<file path="src/rtl/cpu_pkg.sv">
// Shared CPU-side definitions: memory arbiter state encoding and default bus widths.
package cpu_pkg;

   localparam int DEFAULT_AW = 32;
   localparam int DEFAULT_DW = 32;

   typedef enum logic [1:0] {
      IDLE    = 2'd0,
      BUSY_IF = 2'd1,
      BUSY_DM = 2'd2
   } arb_state_t;

endpackage

</file>
<file path="src/rtl/mem_arb_prio.sv">
// Grant decision between fetch and data ports; data wins unless fetch is starving.
// Optional starvation guard enabled by defining MEM_ARB_STARVE_GUARD_EN.
module mem_arb_prio #(
   parameter int STARVE_MAX = 4
) (
`ifdef MEM_ARB_STARVE_GUARD_EN
   input  logic clk,
`endif
   input  logic rst_n,
   input  logic idle,
   input  logic if_req,
   input  logic dm_req,
   output logic if_gnt,
   output logic dm_gnt
);

   logic force_if;
   logic grant_ok;

   // Grants are only offered in IDLE and never while reset is held.
   assign grant_ok = idle & rst_n;
   assign dm_gnt   = grant_ok & dm_req & ~force_if;
   assign if_gnt   = grant_ok & if_req & (~dm_req | force_if);

`ifdef MEM_ARB_STARVE_GUARD_EN
   localparam int CW = $clog2(STARVE_MAX + 1);

   logic [CW-1:0] starve_cnt;

   // Count data wins that left a fetch waiting; any fetch acceptance clears it.
   always_ff @(posedge clk or negedge rst_n) begin
      if (!rst_n) begin
         starve_cnt <= '0;
      end else if (if_gnt) begin
         starve_cnt <= '0;
      end else if (dm_gnt && if_req && (starve_cnt != CW'(STARVE_MAX))) begin
         starve_cnt <= starve_cnt + 1'b1;
      end
   end

   assign force_if = (starve_cnt == CW'(STARVE_MAX));
`else
   assign force_if = 1'b0;
`endif

endmodule

</file>
<file path="src/rtl/mem_arbiter.sv">
// Two-port (fetch/data) arbiter onto a single memory port with a 3-state FSM.
// Define MEM_ARB_STARVE_GUARD_EN to bound fetch starvation to STARVE_MAX data wins.
module mem_arbiter
   import cpu_pkg::*;
#(
   parameter int AW         = DEFAULT_AW,
   parameter int DW         = DEFAULT_DW,
   parameter int STARVE_MAX = 4
) (
   input  logic          clk,
   input  logic          rst_n,
   input  logic          if_req,
   input  logic [AW-1:0] if_addr,
   output logic          if_gnt,
   output logic          if_rvalid,
   output logic [DW-1:0] if_rdata,
   input  logic          dm_req,
   input  logic          dm_we,
   input  logic [AW-1:0] dm_addr,
   input  logic [DW-1:0] dm_wdata,
   output logic          dm_gnt,
   output logic          dm_rvalid,
   output logic [DW-1:0] dm_rdata,
   output logic          mem_en,
   output logic          mem_we,
   output logic [AW-1:0] mem_addr,
   output logic [DW-1:0] mem_wdata,
   input  logic [DW-1:0] mem_rdata,
   input  logic          mem_ready,
   output logic          busy
);

   arb_state_t state;

   mem_arb_prio #(
      .STARVE_MAX (STARVE_MAX)
   ) u_prio (
`ifdef MEM_ARB_STARVE_GUARD_EN
      .clk    (clk),
`endif
      .rst_n  (rst_n),
      .idle   (state == IDLE),
      .if_req (if_req),
      .dm_req (dm_req),
      .if_gnt (if_gnt),
      .dm_gnt (dm_gnt)
   );

   // Accept in IDLE, hold the latched request on the memory port until
   // mem_ready, then pulse the owner's rvalid and always fall back to IDLE.
   always_ff @(posedge clk or negedge rst_n) begin
      if (!rst_n) begin
         state     <= IDLE;
         busy      <= 1'b0;
         mem_en    <= 1'b0;
         mem_we    <= 1'b0;
         mem_addr  <= '0;
         mem_wdata <= '0;
         if_rvalid <= 1'b0;
         dm_rvalid <= 1'b0;
         if_rdata  <= '0;
         dm_rdata  <= '0;
      end else begin
         if_rvalid <= 1'b0;
         dm_rvalid <= 1'b0;
         case (state)
            IDLE: begin
               if (dm_gnt) begin
                  state     <= BUSY_DM;
                  busy      <= 1'b1;
                  mem_en    <= 1'b1;
                  mem_we    <= dm_we;
                  mem_addr  <= dm_addr;
                  mem_wdata <= dm_wdata;
               end else if (if_gnt) begin
                  state     <= BUSY_IF;
                  busy      <= 1'b1;
                  mem_en    <= 1'b1;
                  mem_we    <= 1'b0;
                  mem_addr  <= if_addr;
                  mem_wdata <= '0;
               end
            end
            BUSY_IF: begin
               if (mem_ready) begin
                  state     <= IDLE;
                  busy      <= 1'b0;
                  mem_en    <= 1'b0;
                  mem_we    <= 1'b0;
                  if_rvalid <= 1'b1;
                  if_rdata  <= mem_rdata;
               end
            end
            BUSY_DM: begin
               if (mem_ready) begin
                  state     <= IDLE;
                  busy      <= 1'b0;
                  mem_en    <= 1'b0;
                  mem_we    <= 1'b0;
                  dm_rvalid <= 1'b1;
                  if (!mem_we) begin
                     dm_rdata <= mem_rdata;
                  end
               end
            end
            default: begin
               state  <= IDLE;
               busy   <= 1'b0;
               mem_en <= 1'b0;
               mem_we <= 1'b0;
            end
         endcase
      end
   end

endmodule

</file>
<file path="config.mk">
export PLATFORM = sky130hd
export DESIGN_NAME = mem_arbiter
export DESIGN_NICKNAME = d
export VERILOG_FILES = /design/src/rtl/cpu_pkg.sv /design/src/rtl/mem_arb_prio.sv /design/src/rtl/mem_arbiter.sv
export SDC_FILE = /design/constraint.sdc
export NUM_CORES = 1
export LEC_CHECK = 0
export ABC_CLOCK_PERIOD_IN_PS = 2800
export CORE_MARGIN = 2
export CORE_UTILIZATION = 43
export CTS_CLUSTER_SIZE = 8
export DETAILED_ROUTE_END_ITERATION = 10
export GPL_TIMING_DRIVEN = 0
export PLACE_DENSITY = 0.92
export SLEW_MARGIN = 20
export SYNTH_ARGS = -nofsm -noshare
export SYNTH_HDL_FRONTEND = slang
export SYNTH_SLANG_ARGS = --single-unit
</file>
<file path="constraint.sdc">
create_clock -name clk -period 2.8 [get_ports clk]
set_input_delay 0.56 -clock clk [delete_from_list [all_inputs] [get_ports clk]]
set_output_delay 0.56 -clock clk [all_outputs]
set_load 0.05 [all_outputs]
</file>
==> results.ini <==
[die]
die-width_um = 115
core_area_mm2 = 0.0121
dieHeight_um = 115
die-area_mm2 = 0.0133
fp-row-count = 40
initial_core_util_pct = 44.3
ios = 269

[finish]
drive_above_1_share_pct = 20.2
finalNetCount = 834
final_area_mm2 = 0.00885
area_growth_pct = 65.9
antenna-diode-count = 0
fin_cells = 877

[logic_synthesis]
ys_types = 24
synth_fa_ha_area_share_pct = 0.703
syn-num-nets = 546
ys.flop_type = dfrtp_1
syn_inst = 409
netlist_area_mm2 = 0.00534
synth_common_cells = 134 x dfrtp_1, 64 x mux2_2, 44 x a21oi_1, 36 x nand2_1
synth.area.top_cells = dfrtp_1 63%, mux2_2 14%, a22o_1 5.3%, a21oi_1 4.1%, a21oi_2 3.4%
synth_top_area_share_pct = 62.8
synth-edff-count = 0
seq_area_frac_synth_pct = 62.8
muxShareOfSynthArea_pct = 14.3
synth_warnings = 0
synth-simple-area-share_pct = 5.39
synth-compound-area-share_pct = 13.5
syn_area_per_cell_um2 = 13.1
synth-seq-cells = 134
synth_top_family_by_area = multiplexers
async_reset_ff_share_pct = 100
synth.most_common_cell = dfrtp_1
synth_xor_xnor_area_share_pct = 0
synth_top_area_cell = dfrtp_1

[routing]
ant_nets = 0
finalWirelength_um = 15800
wl_per_cell_um = 18.0
drt_first_pass_iters = 4
vias_per_cell = 5.01
drtIter0Drc = 236
drc = 0
dr_total_vias = 4390

[clock_network]
cts_root_buf = clkbuf_16
post_cts_buffers = 0
clkLatencyLatePin_ns = 0.40
cts_buffers = 17
ctsHoldBuffers = 0
h-tree-depth = 4
cts_tree = built
clk_pin_slew_ns = 0.06
cts_sinks = 134
clock_path_buffers = 2
post_cts_resize_count = 6

[timing]
worstMarginPinSlew_ns = 0.589
slew_violations = 0
timing.final.crit_share_pct = 93.6
setup_viol = 0
timing.fmax_ghz = 0.381
rsz0062_at_grt = no
timing.slew.headroom_pct = 60.8
clock_skew_ns = 0.00731
period_needed_ns = 2.62
final_hold_viol_count = 0

[place]
dp.cells = 846
postPlaceCellArea_mm2 = 0.00826
port_buffers = 268
dp_hpwl_um = 12000
globalplace.congestion = 0.875

[setup_path]
crit_path_end_kind = primary output
start_kind = register
worstPathArrival_ns = 2.06
cp_cell_sequence = inv_1 > ha_1 > clkbuf_4 > nand3_4 > inv_2 > buf_6 > buf_6 > clkbuf_4
path_class = register to primary output
slowest_delay_ns = 0.38
crit_path_top_delay_cell = dfrtp_1
cp.required_ns = 2.24
cp_max_fo = 10

[power_and_ir_drop]
ir_worst_vdd_mv = 0.826
p_per_area_mw_per_mm2 = 1440
p_leak_nw = 3.86

[outcome]
status = complete, no violations

[hold_path]
hold_class = primary input to asynchronous set/reset pin

[global_route]
grt_first_pass_wirelength_um = 24300
grt_overflow_total = 0
grt_max_degree = 75
antenna_found_initial = 0
grt_pass1_vias = 4777
grt_usage_pct = 23.8

[run]
drv_cap = 0

routing by layer:
metal / share of wire [%] / routed length [µm] / track usage [%] / vias up
li1: - / - / - / 2006
met1: 37 / 5870 / 26.5 / 2164
met5: 0 / 0 / 0 / -
met4: 2.2 / 347 / 8.11 / 0
met3: 7.8 / 1230 / 8.32 / 24
met2: 53 / 8320 / 42.5 / 196
flip-flops by register name, summed over array words and instances, names as in the netlist:
register and count:
dm_rvalid 1, busy 1, dm_rdata 32, if_rdata 32
mem_addr 32, mem_wdata 32, mem_we 1, state 2
if_rvalid 1
power breakdown:
part,internal [W],switching [W],total [W]
combinational,0.00258,0.00464,0.00722
clock,0.00134,0.000835,0.00218
sequential,0.00286,0.000533,0.00339
total,0.00679,0.00601,0.0128
cell type report:
type                    instances  area (µm²)
inverters                       5        18.8
clock buffers                  22         494
plain buffers                  27         160
multi-input cells             243        1820
well taps                     168         210
flip-flops and latches        134        3350
fillers                       778        3210
repair buffers                269        2710
clock inverters                 9        91.3
worst max-delay path: cells and delay by family (launching register included):
kind / cells / cell delay, ns
buffers and inverters: 6 / 0.99
DFF: 1 / 0.38
adders and majority gates: 1 / 0.15
and+or+nand+nor: 1 / 0.14
cells in the final DEF (no fill, tap or decap), types with 3 or more instances in the layout:
cell / netlist / layout
a21oi_1: 44 / 44
a22o_1: 32 / 32
nand2_1: 36 / 36
mux2i_1: 3 / 3
clkbuf_8: 0 / 5
inv_6: 0 / 3
buf_4: 3 / 3
nor2_1: 32 / 32
inv_1: 4 / 4
dfrtp_1: 134 / 134
clkinvlp_4: 0 / 4
ha_1: 3 / 3
clkdlybuf4s50_1: 0 / 265
clkbuf_16: 0 / 17
clkbuf_1: 6 / 6
buf_2: 15 / 14
mux2_2: 64 / 64
a21oi_2: 21 / 21
logic make-up (layout without fill, tap and decap cells):
logic type,count (synthesis),count (layout)
buf+inv,32,332
fa+ha+maj,3,3
flops,134,134
simple gates,72,72
compound gates,100,100
mux,68,68
worst paths after layout:
path,to,slack (ns),cells after the start,start
worst min register to register,mem_wdata[15],0.50,1,mem_wdata[15]
worst min-delay path,dm_rdata[24],0.11,1,rst_n
worst max register to register,dm_rdata[17],1.03,6,state[0]
max in group asynchronous,mem_addr[18],1.96,2,rst_n
min in group clk,mem_wdata[15],0.50,1,mem_wdata[15]
worst max-delay path,dm_gnt,0.18,8,state[1]
stage by stage:
stage          setup WS [ns]  hold slack (ns)  power (W)  utilization [%]  setup TNS (ns)
3_5_place_dp          -0.446            0.489     0.0106             68.5          -0.446
5_1_grt               0.0302            0.145     0.0133             73.4               0
6_report               0.178            0.114     0.0128             73.4               0
3_3_place_gp           -5.46            0.483     0.0104             68.2         -837.79
2_1_floorplan          0.938            0.264    0.00802                -               0
4_1_cts               0.0247            0.134     0.0129             73.3               0
Power figures use the tool's default switching activity.
